==> config.mk <==
export PLATFORM = sky130hd
export DESIGN_NAME = mips_controller
export DESIGN_NICKNAME = d
export VERILOG_FILES = /design/src/rtl/mips_ctrl_pkg.sv /design/src/rtl/mips_alu_decoder.sv /design/src/rtl/mips_controller.sv
export SDC_FILE = /design/constraint.sdc
export NUM_CORES = 1
export LEC_CHECK = 0
export ABC_AREA = 0
export CAP_MARGIN = 0
export CORE_UTILIZATION = 40
export DETAILED_ROUTE_END_ITERATION = 10
export PLACE_DENSITY = 0.86
export RECOVER_POWER = 100
export SYNTH_ARGS = -nofsm -noshare
export SYNTH_HDL_FRONTEND = slang
export SYNTH_HIERARCHICAL = 1
export SYNTH_SLANG_ARGS = --single-unit
export TNS_END_PERCENT = 10
==> constraint.sdc <==
create_clock -name clk -period 3.5 [get_ports clk]
set_clock_uncertainty 0.1 [all_clocks]
set_input_delay 0.525 -clock clk [delete_from_list [all_inputs] [get_ports clk]]
set_output_delay 0.525 -clock clk [all_outputs]
set_load 0.02 [all_outputs]
==> src/rtl/mips_ctrl_pkg.sv <==
// Shared encodings for the multicycle MIPS control path: FSM states, opcodes, functs, ALU ops.
// Latency: n/a (declarations only).
// Backpressure: n/a.
package mips_ctrl_pkg;

    // One state per clock of the multicycle instruction sequence.
    typedef enum logic [3:0] {
        FETCH   = 4'd0,
        DECODE  = 4'd1,
        MEMADR  = 4'd2,
        MEMRD   = 4'd3,
        MEMWB   = 4'd4,
        MEMWR   = 4'd5,
        RTYPEEX = 4'd6,
        RTYPEWB = 4'd7,
        BEQEX   = 4'd8,
        ADDIEX  = 4'd9,
        ADDIWB  = 4'd10,
        JEX     = 4'd11
    } state_t;

    // Primary opcodes (instruction[31:26]).
    localparam logic [5:0] OP_RTYPE = 6'b000000;
    localparam logic [5:0] OP_LW    = 6'b100011;
    localparam logic [5:0] OP_SW    = 6'b101011;
    localparam logic [5:0] OP_BEQ   = 6'b000100;
    localparam logic [5:0] OP_ADDI  = 6'b001000;
    localparam logic [5:0] OP_J     = 6'b000010;

    // R-type function codes (instruction[5:0]).
    localparam logic [5:0] FN_ADD = 6'b100000;
    localparam logic [5:0] FN_SUB = 6'b100010;
    localparam logic [5:0] FN_AND = 6'b100100;
    localparam logic [5:0] FN_OR  = 6'b100101;
    localparam logic [5:0] FN_SLT = 6'b101010;
    localparam logic [5:0] FN_SLL = 6'b000000;
    localparam logic [5:0] FN_SRL = 6'b000010;

    // ALU operation codes, shared with the ALU.
    localparam logic [2:0] ALU_AND = 3'b000;
    localparam logic [2:0] ALU_OR  = 3'b001;
    localparam logic [2:0] ALU_ADD = 3'b010;
    localparam logic [2:0] ALU_SLL = 3'b011;
    localparam logic [2:0] ALU_SRL = 3'b100;
    localparam logic [2:0] ALU_SUB = 3'b110;
    localparam logic [2:0] ALU_SLT = 3'b111;

endpackage

==> src/rtl/mips_alu_decoder.sv <==
// R-type funct decode: selects the ALU operation code and flags unimplemented functs.
// Latency: purely combinational.
// Backpressure: none.
module mips_alu_decoder
    import mips_ctrl_pkg::*;
(
    input  logic [5:0] funct,
    output logic [2:0] alucontrol,
    output logic       illegal_funct
);

    // Unknown functs fall back to ADD so the writeback still produces a defined value.
    always_comb begin
        alucontrol    = ALU_ADD;
        illegal_funct = 1'b0;
        case (funct)
            FN_ADD:  alucontrol = ALU_ADD;
            FN_SUB:  alucontrol = ALU_SUB;
            FN_AND:  alucontrol = ALU_AND;
            FN_OR:   alucontrol = ALU_OR;
            FN_SLT:  alucontrol = ALU_SLT;
            FN_SLL:  alucontrol = ALU_SLL;
            FN_SRL:  alucontrol = ALU_SRL;
            default: illegal_funct = 1'b1;
        endcase
    end

endmodule

==> src/rtl/mips_controller.sv <==
// Multicycle MIPS control FSM: sequences fetch/decode/execute/memory/writeback, drives datapath selects.
// Latency: LW 5 cycles, SW/R-type/ADDI 4, BEQ/J 3, plus one per memory stall cycle.
// Backpressure: FETCH, MEMRD and MEMWR hold until mem_ready (when MEM_WAIT_EN=1), strobes stay asserted.
module mips_controller
    import mips_ctrl_pkg::*;
#(
    parameter bit MEM_WAIT_EN = 1'b1
) (
    input  logic       clk,
    input  logic       reset,
    input  logic [5:0] op,
    input  logic [5:0] funct,
    input  logic       zero,
    input  logic       mem_ready,
    output logic       alusrca,
    output logic [1:0] alusrcb,
    output logic [1:0] pcsource,
    output logic       pcen,
    output logic       iord,
    output logic       irwrite,
    output logic       regdst,
    output logic       memtoreg,
    output logic       regwrite,
    output logic       memread,
    output logic       memwrite,
    output logic [2:0] alucontrol,
    output logic       illegal,
    output logic [3:0] state
);

    state_t     state_q;
    state_t     state_d;
    logic       mem_rdy;
    logic       pcwrite;
    logic       pcwritecond;
    logic [2:0] dec_alucontrol;
    logic       dec_illegal;

    assign mem_rdy = MEM_WAIT_EN ? mem_ready : 1'b1;
    assign state   = state_q;

    mips_alu_decoder u_alu_decoder (
        .funct         (funct),
        .alucontrol    (dec_alucontrol),
        .illegal_funct (dec_illegal)
    );

    // State register; reset abandons whatever instruction is in flight.
    always_ff @(posedge clk) begin
        if (reset) begin
            state_q <= FETCH;
        end else begin
            state_q <= state_d;
        end
    end

    // Next-state and output decode. Outputs are Moore except irwrite/pcen (mem_ready, zero)
    // and the R-type ALU op/illegal flag (funct).
    always_comb begin
        state_d     = state_q;
        alusrca     = 1'b0;
        alusrcb     = 2'b00;
        pcsource    = 2'b00;
        iord        = 1'b0;
        irwrite     = 1'b0;
        regdst      = 1'b0;
        memtoreg    = 1'b0;
        regwrite    = 1'b0;
        memread     = 1'b0;
        memwrite    = 1'b0;
        alucontrol  = ALU_ADD;
        illegal     = 1'b0;
        pcwrite     = 1'b0;
        pcwritecond = 1'b0;
        pcen        = 1'b0;

        case (state_q)
            FETCH: begin
                iord    = 1'b1;
                memread = 1'b1;
                alusrcb = 2'b01;
                irwrite = mem_rdy;
                pcwrite = mem_rdy;
                if (mem_rdy) state_d = DECODE;
            end
            DECODE: begin
                alusrcb = 2'b11;
                case (op)
                    OP_LW, OP_SW: state_d = MEMADR;
                    OP_RTYPE:     state_d = RTYPEEX;
                    OP_BEQ:       state_d = BEQEX;
                    OP_ADDI:      state_d = ADDIEX;
                    OP_J:         state_d = JEX;
                    default: begin
                        illegal = 1'b1;
                        state_d = FETCH;
                    end
                endcase
            end
            MEMADR: begin
                alusrca = 1'b1;
                alusrcb = 2'b10;
                state_d = (op == OP_SW) ? MEMWR : MEMRD;
            end
            MEMRD: begin
                memread = 1'b1;
                if (mem_rdy) state_d = MEMWB;
            end
            MEMWB: begin
                memtoreg = 1'b1;
                regwrite = 1'b1;
                state_d  = FETCH;
            end
            MEMWR: begin
                memwrite = 1'b1;
                if (mem_rdy) state_d = FETCH;
            end
            RTYPEEX: begin
                alusrca    = 1'b1;
                alucontrol = dec_alucontrol;
                illegal    = dec_illegal;
                state_d    = RTYPEWB;
            end
            RTYPEWB: begin
                regdst   = 1'b1;
                regwrite = 1'b1;
                state_d  = FETCH;
            end
            BEQEX: begin
                alusrca     = 1'b1;
                alucontrol  = ALU_SUB;
                pcsource    = 2'b01;
                pcwritecond = 1'b1;
                state_d     = FETCH;
            end
            ADDIEX: begin
                alusrca = 1'b1;
                alusrcb = 2'b10;
                state_d = ADDIWB;
            end
            ADDIWB: begin
                regwrite = 1'b1;
                state_d  = FETCH;
            end
            JEX: begin
                pcsource = 2'b10;
                pcwrite  = 1'b1;
                state_d  = FETCH;
            end
            default: state_d = FETCH;
        endcase

        pcen = pcwrite | (pcwritecond & zero);

        // No write or strobe may escape while reset is held.
        if (reset) begin
            pcen     = 1'b0;
            irwrite  = 1'b0;
            regwrite = 1'b0;
            memread  = 1'b0;
            memwrite = 1'b0;
            illegal  = 1'b0;
        end
    end

endmodule

==> results_dict.tcl, run 1 <==
set metrics [dict create \
    run_status "finished, final reports clean" \
    cts-htree-levels 1 \
    hold_path_class "reg -> reg" \
    cts_buffers 3 \
    most_common_cell_after_layout_fill_and_taps_aside "dlygate4sd3_1" \
    drt_initial_violations 30 \
    type_of_the_worst_setup_path "in -> out" \
    wire_length_of_the_first_global_routing_pass_um 3190 \
    post-cts-setup-buffers 0 \
    finalNetCount 149 \
    detailedPlace.worstSlack_ns 0.264 \
    gp_routability_congestion 0.853 \
    layout-drive-gt1-share 0.0305 \
    rsz0062_at_grt "false" \
    report.final.slew_viol_count 0 \
    die_area_sq_mm 0.00173 \
    critical_path_buf_inv_count 2 \
    worst-endpoint-required_ns 2.87 \
    postRouteWirelength_um 1850 \
    insertion_delay_ns 0.24 \
    timing.critical_path.slowest_stage_cell "clkdlybuf4s50_1" \
    largest_register_ffs 4 \
    critical-path-top-delay-family "buffers and inverters" \
    synth_seq_cells 4 \
    clkSinkCount 4 \
    average_routed_wire_per_standard_cell_um 12.7 \
    fp.coreArea_sq_mm 0.00138 \
    setup-tns-final_ns 0 \
    dr_total_vias 855 \
    mappedNetlistArea_sq_um 628 \
    antenna_violations_before_repair 0 \
    die_x_um 41.6 \
    cp_slowest_stage_delay_ns 0.55 \
    cts_max_path_buffers 2 \
    dr.pass1.iters 4 \
    ffs_w_async_s_r_synth 0 \
    drv.max_cap_violation_count 0 \
    timing.critical_path.cells "clkdlybuf4s50_1 > or3b_1 > o22ai_1 > nand2_1 > or3_1 > clkdlybuf4s50_1" \
    avgSynthCellArea_sq_um 6.28 \
    synth_flop_cell "dfxtp_1" \
    clock.fmax_mhz 310 \
    synth.yosys.warnings 6 \
    synth_cells 100 \
    maxSlewHeadroom 0.687 \
    port-buffer-count 36 \
    yosysSeqAreaShare 0.127 \
    cp_startpoint_kind "primary input" \
    cts_tree "yes" \
    synth_edf_count 0 \
    critical_path.max_fanout 6 \
    post_layout_cell_count 146 \
    critPathArrivalTime_ns 2.60 \
    clock-root-buffer "clkbuf_4" \
    layout_min_cycle_time_ns 3.23 \
    insertedDiodeCount 0 \
    ios 37 \
    post-route-util 0.708 \
    period_share 0.922 \
    layout.cells.most_common_list "21 x dlygate4sd3_1, 15 x clkdlybuf4s50_1, 13 x nor2_1" \
    post-route-drc-count 0 \
    setup_viol 0 \
    setup.worst_path.end_class "primary output" \
    holdBufCountCts 0 \
    path_clk_slew_ns 0.04 \
    setup.reg_to_reg.worst_slack_ns 1.79 \
    report.final.hold_viol_count 0 \
    fin_hold_ws_ns 0.612 \
    yosys.cell_types.count 42 \
    initial_core_util 0.454 \
    first_global_vias 739 \
    synthToLayoutAreaGrowth_pct 55.8 \
    placed_cells 143 \
    detailed_place_hpwl_um 1450 \
    chipHeight_um 41.6 \
    grt.total_usage 0.228 \
    netlist.area_leader.share 0.127 \
    row_count 13 \
    synthesis.nets 116 \
    ir_worst_vdd_uv 93.5 \
    grt_start_max_net_pins 16 \
    p_per_area_mw_per_mm2 182 \
    vias_per_cell 5.86 \
    grt_remaining_overflow 0 \
    ys_top_cells_by_area "dfxtp_1 13%, nor3_1 8.8%, nor2_1 7.2%" \
    cts-resized-gates 0 \
    critical-path-top-cell-by-count "clkdlybuf4s50_1" \
    route.antenna.remaining_nets 0 \
    postLayoutSetupSlackWorst_ns 0.274 \
    tightest_slew_ns 0.469 \
    power.static_leakage_nw 0.407 \
    synth_top_area_cell "dfxtp_1" \
]
[where the power goes]
part	leakage (nW)	internal [mW]	switching, mW
sequential	0.0325	0.0469	0.00302
clock	0.0138	0.0385	0.0204
combinational	0.361	0.0354	0.0335
total	0.407	0.121	0.0570
[cell usage after synthesis, types with 2 or more instances]
cell type	number
o21bai_1	2
or3_1	2
buf_2	3
nand3_1	3
o21ai_0	4
dfxtp_1	4
o21ai_1	3
nand2b_1	5
nor2b_1	2
nor3_1	11
and3_1	4
nand2_1	9
a21oi_1	6
clkbuf_1	3
nor2_1	12
[metrics by stage]
stage	power (mW)	instance area (sq um)
final	0.178	978
after global routing	0.192	978
after CTS	0.181	987
after detailed placement	0.123	965
after global placement	0.121	965
after floorplan	0.0852	628
[worst paths after layout]
check,start,endpoint,depth (start not counted)
worst max-delay path,funct[1],alucontrol[1],6
worst min-delay path,state[0],state[3],1
worst max register to register,state[0],state[1],4
worst min register to register,state[0],state[3],1
[metal layers]
layer  vias to the layer above  global-route usage  wire [um]
met5                         -                   0          0
met3                         0              0.0435        120
li1                        428                   -          -
met1                       389               0.307        830
met2                        38               0.366        902
met4                         0              0.0710          0
[cell type report]
class / count / area (sq um)
multi-input cells: 86 / 489
fillers: 121 / 404
inverters: 2 / 7.51
repair buffers: 36 / 360
flip-flops and latches: 4 / 80.1
well taps: 15 / 18.8
clock buffers: 3 / 22.5
[cells by family (layout without fill, tap and decap cells)]
group / after synthesis / count (layout) / synth area share
buffers and inverters: 10 / 41 / 0.0797
xor gates and xnor gates: 2 / 2 / 0.0279
and+or+nand+nor: 60 / 60 / 0.524
muxes: 1 / 1 / 0.0159
DFF: 4 / 4 / 0.127
AOI/OAI and AO/OA: 23 / 23 / 0.225
[worst reg2reg max path, stage by stage (launching register included)]
cell,delay (ns)
dfxtp_1,0.52
nand2b_1,0.27
nor4b_1,0.39
o21ai_0,0.17
a31oi_1,0.17
Note: power is estimated with default switching activity, not from simulation.
==> run 2: changes to the inputs <==
--- a/config.mk
+++ b/config.mk
@@ -9,8 +9,9 @@
 export CAP_MARGIN = 0
 export CORE_UTILIZATION = 40
 export DETAILED_ROUTE_END_ITERATION = 10
-export PLACE_DENSITY = 0.86
+export PLACE_DENSITY = 0.95
 export RECOVER_POWER = 100
+export SLEW_MARGIN = 20
 export SYNTH_ARGS = -nofsm -noshare
 export SYNTH_HDL_FRONTEND = slang
 export SYNTH_HIERARCHICAL = 1
==> run 2 against run 1 <==
Against the previous run: sequential power is essentially flat; cell area stayed put; cell count unchanged; flip-flop and latch count stayed put; clock power is 1% higher; combinational power increased by 2%; sequential share of layout area stayed put; non-clock buffer count stayed put; via count rose by 4.9%; die area is the same; power increased by 1.2%; clock-buffer cell count stayed put; largest cell class unchanged; largest power group unchanged.
==> results_dict.tcl, run 2 (same netlist as run 1, synthesis figures left out) <==
set metrics [dict create \
    average_routed_wire_per_standard_cell_um 13.9 \
    r2r_cells 3 \
    grt_start_max_net_pins 16 \
    ios 37 \
    type_of_the_worst_setup_path "in -> out" \
    rsz0062_at_grt "false" \
    sequential_cell_area_sq_um 80.1 \
    largest_register_ffs 4 \
    chipHeight_um 41.6 \
    cts_max_path_buffers 2 \
    multi_input_comb_area_sq_um 489 \
    antenna_violations_before_repair 0 \
    port-buffer-count 36 \
    finalNetCount 149 \
    critical_path.max_fanout 6 \
    cell_internal_pwr_uw 121 \
    total_switching_power_uw 59.2 \
    post-route-util 0.708 \
    cts_tree "yes" \
    period_share 0.919 \
    report.final.hold_viol_count 0 \
    drt_initial_violations 47 \
    hold_path_class "reg -> reg" \
    holdBufCountCts 0 \
    route.antenna.remaining_nets 0 \
    worstReg2RegEnd "state[2]" \
    cts-htree-levels 1 \
    die_x_um 41.6 \
    tightest_slew_ns 0.449 \
    insertedDiodeCount 0 \
    layout_min_cycle_time_ns 3.22 \
    setup.reg_to_reg.worst_slack_ns 1.78 \
    detailedPlace.worstSlack_ns 0.291 \
    r2r_start "state[1]" \
    clock.fmax_mhz 311 \
    ir_worst_vdd_uv 91.0 \
    layout.cells.most_common_list "21 x dlygate4sd3_1, 15 x clkdlybuf4s50_1, 13 x nor2_1" \
    timing.hold.worst_path_depth 2 \
    vias_per_cell 6.14 \
    cts_buffers 3 \
    power.share.combinational 0.391 \
    dr_total_vias 897 \
    initial_core_util 0.454 \
    power.static_leakage_nw 0.407 \
    wire_length_of_the_first_global_routing_pass_um 3330 \
    critPathArrivalTime_ns 2.59 \
    layout-drive-gt1-share 0.0305 \
    row_count 13 \
    switching_share_of_total_power 0.329 \
    die_area_sq_mm 0.00173 \
    cts-resized-gates 0 \
    drv.max_cap_violation_count 0 \
    fillerInstances 111 \
    post-cts-setup-buffers 0 \
    cp_startpoint_kind "primary input" \
    setup.worst_path.end_class "primary output" \
    maxSlewHeadroom 0.700 \
    path_clk_slew_ns 0.04 \
    clock-root-buffer "clkbuf_4" \
    most_common_cell_after_layout_fill_and_taps_aside "dlygate4sd3_1" \
    first_global_vias 776 \
    postLayoutSetupSlackWorst_ns 0.285 \
    p_seq_frac 0.277 \
    clock_network_power_share 0.331 \
    insertion_delay_ns 0.24 \
    clkSinkCount 4 \
    post-route-drc-count 0 \
    gp_routability_congestion 0.831 \
    postRouteWirelength_um 2030 \
    worst-endpoint-required_ns 2.87 \
    grt_remaining_overflow 0 \
    synthToLayoutAreaGrowth_pct 55.8 \
    holdPathEnd "state[2]" \
    grt.total_usage 0.241 \
    setup-tns-final_ns 0 \
    report.final.slew_viol_count 0 \
    run_status "finished, final reports clean" \
    detailed_place_hpwl_um 1510 \
    fp.coreArea_sq_mm 0.00138 \
    p_per_area_mw_per_mm2 184 \
    dr.pass1.iters 4 \
    setup_viol 0 \
    worst_hold_startpoint "state[2]" \
]
[run 2: cell counts in the layout (fill, tap and decap cells not counted)]
Identical to the previous run, type by type.
[run 2: worst max-delay path: stages]
cell             delay [ns]
clkdlybuf4s50_1        0.56
or3b_1                 0.39
o22ai_1                0.16
nand2_1                0.06
or3_1                  0.35
clkdlybuf4s50_1        0.54
[run 2: how the worst max path moves through the flow]
stage                    end  startpoint
6_report       alucontrol[1]    funct[1]
5_1_grt        alucontrol[1]    funct[1]
4_1_cts        alucontrol[1]    funct[1]
3_5_place_dp   alucontrol[1]    funct[1]
3_3_place_gp   alucontrol[1]    funct[1]
2_1_floorplan           pcen    state[0]
[run 2: area by class of cell]
type / instances / share of cell area
Multi-Input combinational cell: 86 / 0.500
Sequential cell: 4 / 0.0818
Inverter: 2 / 0.00767
Clock buffer: 3 / 0.0230
Timing Repair Buffer: 36 / 0.368
Tap cell: 15 / 0.0192
[run 2: metrics by stage]
stage	hold slack (ns)	power [mW]	instances	instance area, sq um
after floorplan	0.623	0.0852	100	628
after global placement	0.580	0.121	143	965
after detailed placement	0.590	0.123	143	965
after CTS	0.597	0.181	146	987
after global routing	0.657	0.187	146	978
final	0.611	0.180	146	978
[run 2: per-layer routing]
layer | track usage | part of all wire | vias up
li1 | - | - | 430
met1 | 0.296 | 0.39 | 391
met2 | 0.431 | 0.50 | 68
met3 | 0 | 0.079 | 8
met4 | 0.116 | 0.032 | 0
met5 | 0 | 0 | -
[run 2: power by group through the flow]
stage          clock network, mW  registers [mW]  logic (mW)
5_1_grt                   0.0610          0.0502      0.0756
4_1_cts                   0.0577          0.0498      0.0733
3_5_place_dp                   0          0.0506      0.0725
6_report                  0.0596          0.0499      0.0704
2_1_floorplan                  0          0.0495      0.0357
3_3_place_gp                   0          0.0504      0.0702
==> RTL edit 1 (config.mk and constraints of run 2) <==
`MEM_WAIT_EN`: 1'b1 -> 1'b0.
--- a/src/rtl/mips_controller.sv
+++ b/src/rtl/mips_controller.sv
@@ -6,3 +6,3 @@
 #(
-    parameter bit MEM_WAIT_EN = 1'b1
+    parameter bit MEM_WAIT_EN = 1'b0
 ) (
Formal check against the unedited RTL: not equivalent (Yosys sat finds a counterexample within 4 cycles, from zero or initial values and one cycle with reset high).
==> RTL edit 1 against run 2 <==
Sequential cell count did not move. Wire length shrank 13%. Largest cell class unchanged. Synthesized area down 4.4%. Critical path depth is the same. Total power grew 1.7%. Cell count fell by 4.1%. Worst setup slack got worse by 13 ps. Final area down 2.9%. First-iteration DRC count shrank 43%. Critical endpoint unchanged. Largest power group unchanged. Global-route usage about the same. Critical path type unchanged.
==> RTL edit 1: results (changes against run 2) <==
All-Layer GR Usage 0.2407 (was 0.2408); Mapped Nets 107 (was 116); routability congestion estimate 0.9163 (was 0.8307); fraction of standard cell area in multi-input logic 0.4993 (was 0.5000); Vias 823 (was 897); status complete, no violations (unchanged); Util after Layout 0.7034 (was 0.7077); clk tree area frac 0.02372 (was 0.02302); LEAKAGE 0.4022 nW (was 0.4070 nW); Worst VDD drop 0.0001279 V (was 0.00009098 V); total power divided by cell area 192.6 mW/mm^2 (was 183.9 mW/mm^2); vias in the first global route 622 (was 776); most common library cells after synthesis nor2_1, nor3_1, nand2_1, a21oi_1, nand3_1 (was nor2_1, nor3_1, nand2_1, a21oi_1, nand2b_1); Vias/cell 5.879 (was 6.144); non-clk buf share 0.3689 (was 0.3683); Psw 0.06070 mW (was 0.05916 mW); non-clock buffer count 35 (was 36); # port buffers 35 (was 36); filler cell count 120 (was 111); comb pwr 0.0740 mW (was 0.0704 mW); final wirelength 1765 um (was 2026 um); multi-input gate count 82 (was 86); detailed placer's ending HPWL 1394 um (was 1506 um); Nets 143 (was 149); first-pass GRT wire length 2615 um (was 3332 um); Synth cell types 36 (was 42); cells taking the most area after synthesis dfxtp_1, nor3_1, nor2_1 (unchanged); Placed Area 933.4 um^2 (was 964.7 um^2); Worst Path Arrival 2600 ps (was 2590 ps); Syn Area/Cell 6.600 um^2 (was 6.281 um^2); clock share of power 0.313 (was 0.331); Non-Clock Inverter Count 1 (was 2); Synth Flop Type dfxtp_1 (unchanged); pin count of the biggest net entering global routing 14 (was 16); layout cell share with drive strength beyond 1 0.05600 (was 0.03053)
[RTL edit 1: per-layer routing]
layer  GRT usage  up-vias  share of wire
met5           0        -              0
met4      0.1083        0          0.019
met3     0.05435        5          0.058
met2      0.3968       36           0.49
met1      0.2945      371           0.43
li1            -      411              -
[RTL edit 1: cell families (layout without fill, tap and decap cells)]
group | after synthesis | count (layout) | synth area share
simple gates | 58 | 58 | 0.5146
xor+xnor | 3 | 3 | 0.04376
buf+inv | 5 | 39 | 0.06665
flops | 4 | 4 | 0.1333
compound gates | 21 | 21 | 0.2417
[RTL edit 1: path summary, 6_finish.rpt]
kind / startpoint / to / slack, ps / depth (start not counted)
max: funct[1] / alucontrol[1] / 270 / 6
min: state[0] / state[0] / 550 / 1
max reg2reg: state[0] / state[1] / 2020 / 4
min reg2reg: state[0] / state[0] / 550 / 1
[RTL edit 1: critical path, stage by stage]
cell             delay (ps)
clkdlybuf4s50_1         560
or3b_1                  390
o22ai_1                 160
nand2_1                  60
or3_1                   360
clkdlybuf4s50_1         540
==> RTL edit 2 (flow settings as in run 2) <==
Without the edit above. Make the reset (`reset`) asynchronous in one clocked block.
--- a/src/rtl/mips_controller.sv
+++ b/src/rtl/mips_controller.sv
@@ -48,3 +48,3 @@
     // State register; reset abandons whatever instruction is in flight.
-    always_ff @(posedge clk) begin
+    always_ff @(posedge clk or posedge reset) begin
         if (reset) begin
Function: differs if reset is asserted again (counterexample within 4 cycles, from zero or initial values and one cycle with reset high); with reset held inactive, the same outputs for 10 cycles.
==> RTL edit 2 against run 2 <==
Worst setup slack worse by 110 ps. Synthesized area is 3.4% higher. Count of clock-buffer cells in the layout stayed put. Sequential cell count stayed put. Final area is 5.6% higher. Highest routed layer is now met3. Wire length is 4.6% lower.
Power is left out: it rests on default switching activity, and per cell area and clock period it moved more than threefold.
==> RTL edit 2: results (changes against run 2) <==
detailed placer's ending HPWL 1527 um (was 1506 um); H-Tree Depth 1 (unchanged); CP delay by family, top buffers and inverters (unchanged); Seq/Total Area, Yosys 0.1541 (was 0.1275); worst reg2reg setup slack 1790 ps; most common library cells after synthesis nor2_1, nand2_1, nor3_1, inv_1, nand2b_1 (was nor2_1, nor3_1, nand2_1, a21oi_1, nand2b_1); vias in the first global route 831 (was 776); YS warnings 6 (unchanged); clk slew on worst S/H paths 30 ps; TritonCTS Buffers 3 (unchanged); Worst R2R End state[0] (was state[2]); worst min path class flop to flop (unchanged); Post-CTS Setup Inserts 0 (unchanged); relative slew slack 0.6721 (was 0.7004); min-delay src state[3] (was state[2]); number of inserted diodes 0 (unchanged); DR iter-0 viols 13 (was 47); Synth cell types 35 (was 42); layout cell share with drive strength beyond 1 0.04380 (was 0.03053); routability congestion estimate 0.8819 (was 0.8307); DRT Pass-1 Iters 4 (unchanged); first-pass GRT wire length 3408 um (was 3332 um); # resized after CTS 0 (unchanged); Vias/cell 5.765 (was 6.144); Nets 155 (was 149); Mapped Nets 119 (was 116); status complete, no violations (unchanged); cells taking the most area after synthesis dfrtp_1, nor2_1, nor3_1 (was dfxtp_1, nor3_1, nor2_1); Worst Hold Endpoint state[0] (was state[2]); r2r startpoint state[1] (unchanged); Worst Path Arrival 2700 ps (was 2590 ps); ys async rst share 1.000 (was 0); max incr delay on CP 580 ps (was 560 ps); wire per inst 12.63 um (was 13.88 um); All-Layer GR Usage 0.2415 (was 0.2408); Worst R2R Path Depth 4 (was 3); clk buf depth 2 (unchanged); # port buffers 36 (unchanged); Slowest cell on crit path dlygate4sd3_1 (was clkdlybuf4s50_1); max reg flops 4 (unchanged); initial antenna violation count 0 (unchanged); WHS Path Cells 1 (was 2); Crit Path Max Fanout 4 (was 6); Root Buffer clkbuf_4 (unchanged); pin count of the biggest net entering global routing 18 (was 16); clock latency on the worst-skew pair 230 ps
[RTL edit 2: layout make-up]
cell class,count,area [um^2]
inverters,7,26.28
repair buffers,36,360.3
clock buffers,3,22.52
well taps,16,20.02
multi-input cells,87,504.2
fillers,128,473.0
flip-flops and latches,4,100.1
[RTL edit 2: worst max path at each step]
stage,slack [ps],depth (start not counted),from,to
2_1_floorplan,1200,5,state[2],regwrite
3_3_place_gp,290,6,funct[1],alucontrol[1]
3_5_place_dp,250,7,funct[1],alucontrol[2]
4_1_cts,250,7,funct[1],alucontrol[2]
5_1_grt,70,7,funct[1],alucontrol[2]
6_report,180,6,op[2],illegal
[RTL edit 2: through the flow]
step	cells	instance area [um^2]	setup slack [ps]	hold slack, ps	utilization
finish	153	1033	176.3	537.3	0.6860
global route	153	1033	65.66	572.7	0.6860
CTS	153	1033	252.4	503.4	0.6860
detailed placement	150	1011	251.9	531.8	0.6711
global placement	150	1011	292.4	535.3	0.6711
floorplan	103	649.4	1198	207.6	-
[RTL edit 2: cells by family after synthesis]
family | count (synthesis) | synth area share
AO/OA/AOI/OAI | 25 | 0.2563
XOR/XNOR | 2 | 0.02698
buffers and inverters | 12 | 0.06937
flip-flops | 4 | 0.1541
multiplexers | 2 | 0.03083
AND/OR/NAND/NOR | 58 | 0.4624
[RTL edit 2: layer usage]
layer / share of wire / global-route usage / vias to the layer above
met2: 0.51 / 0.4215 / 35
met5: 0 / 0 / -
met1: 0.44 / 0.3120 / 404
met3: 0.052 / 0.03017 / 0
li1: - / - / 443
met4: 0 / 0.06250 / 0
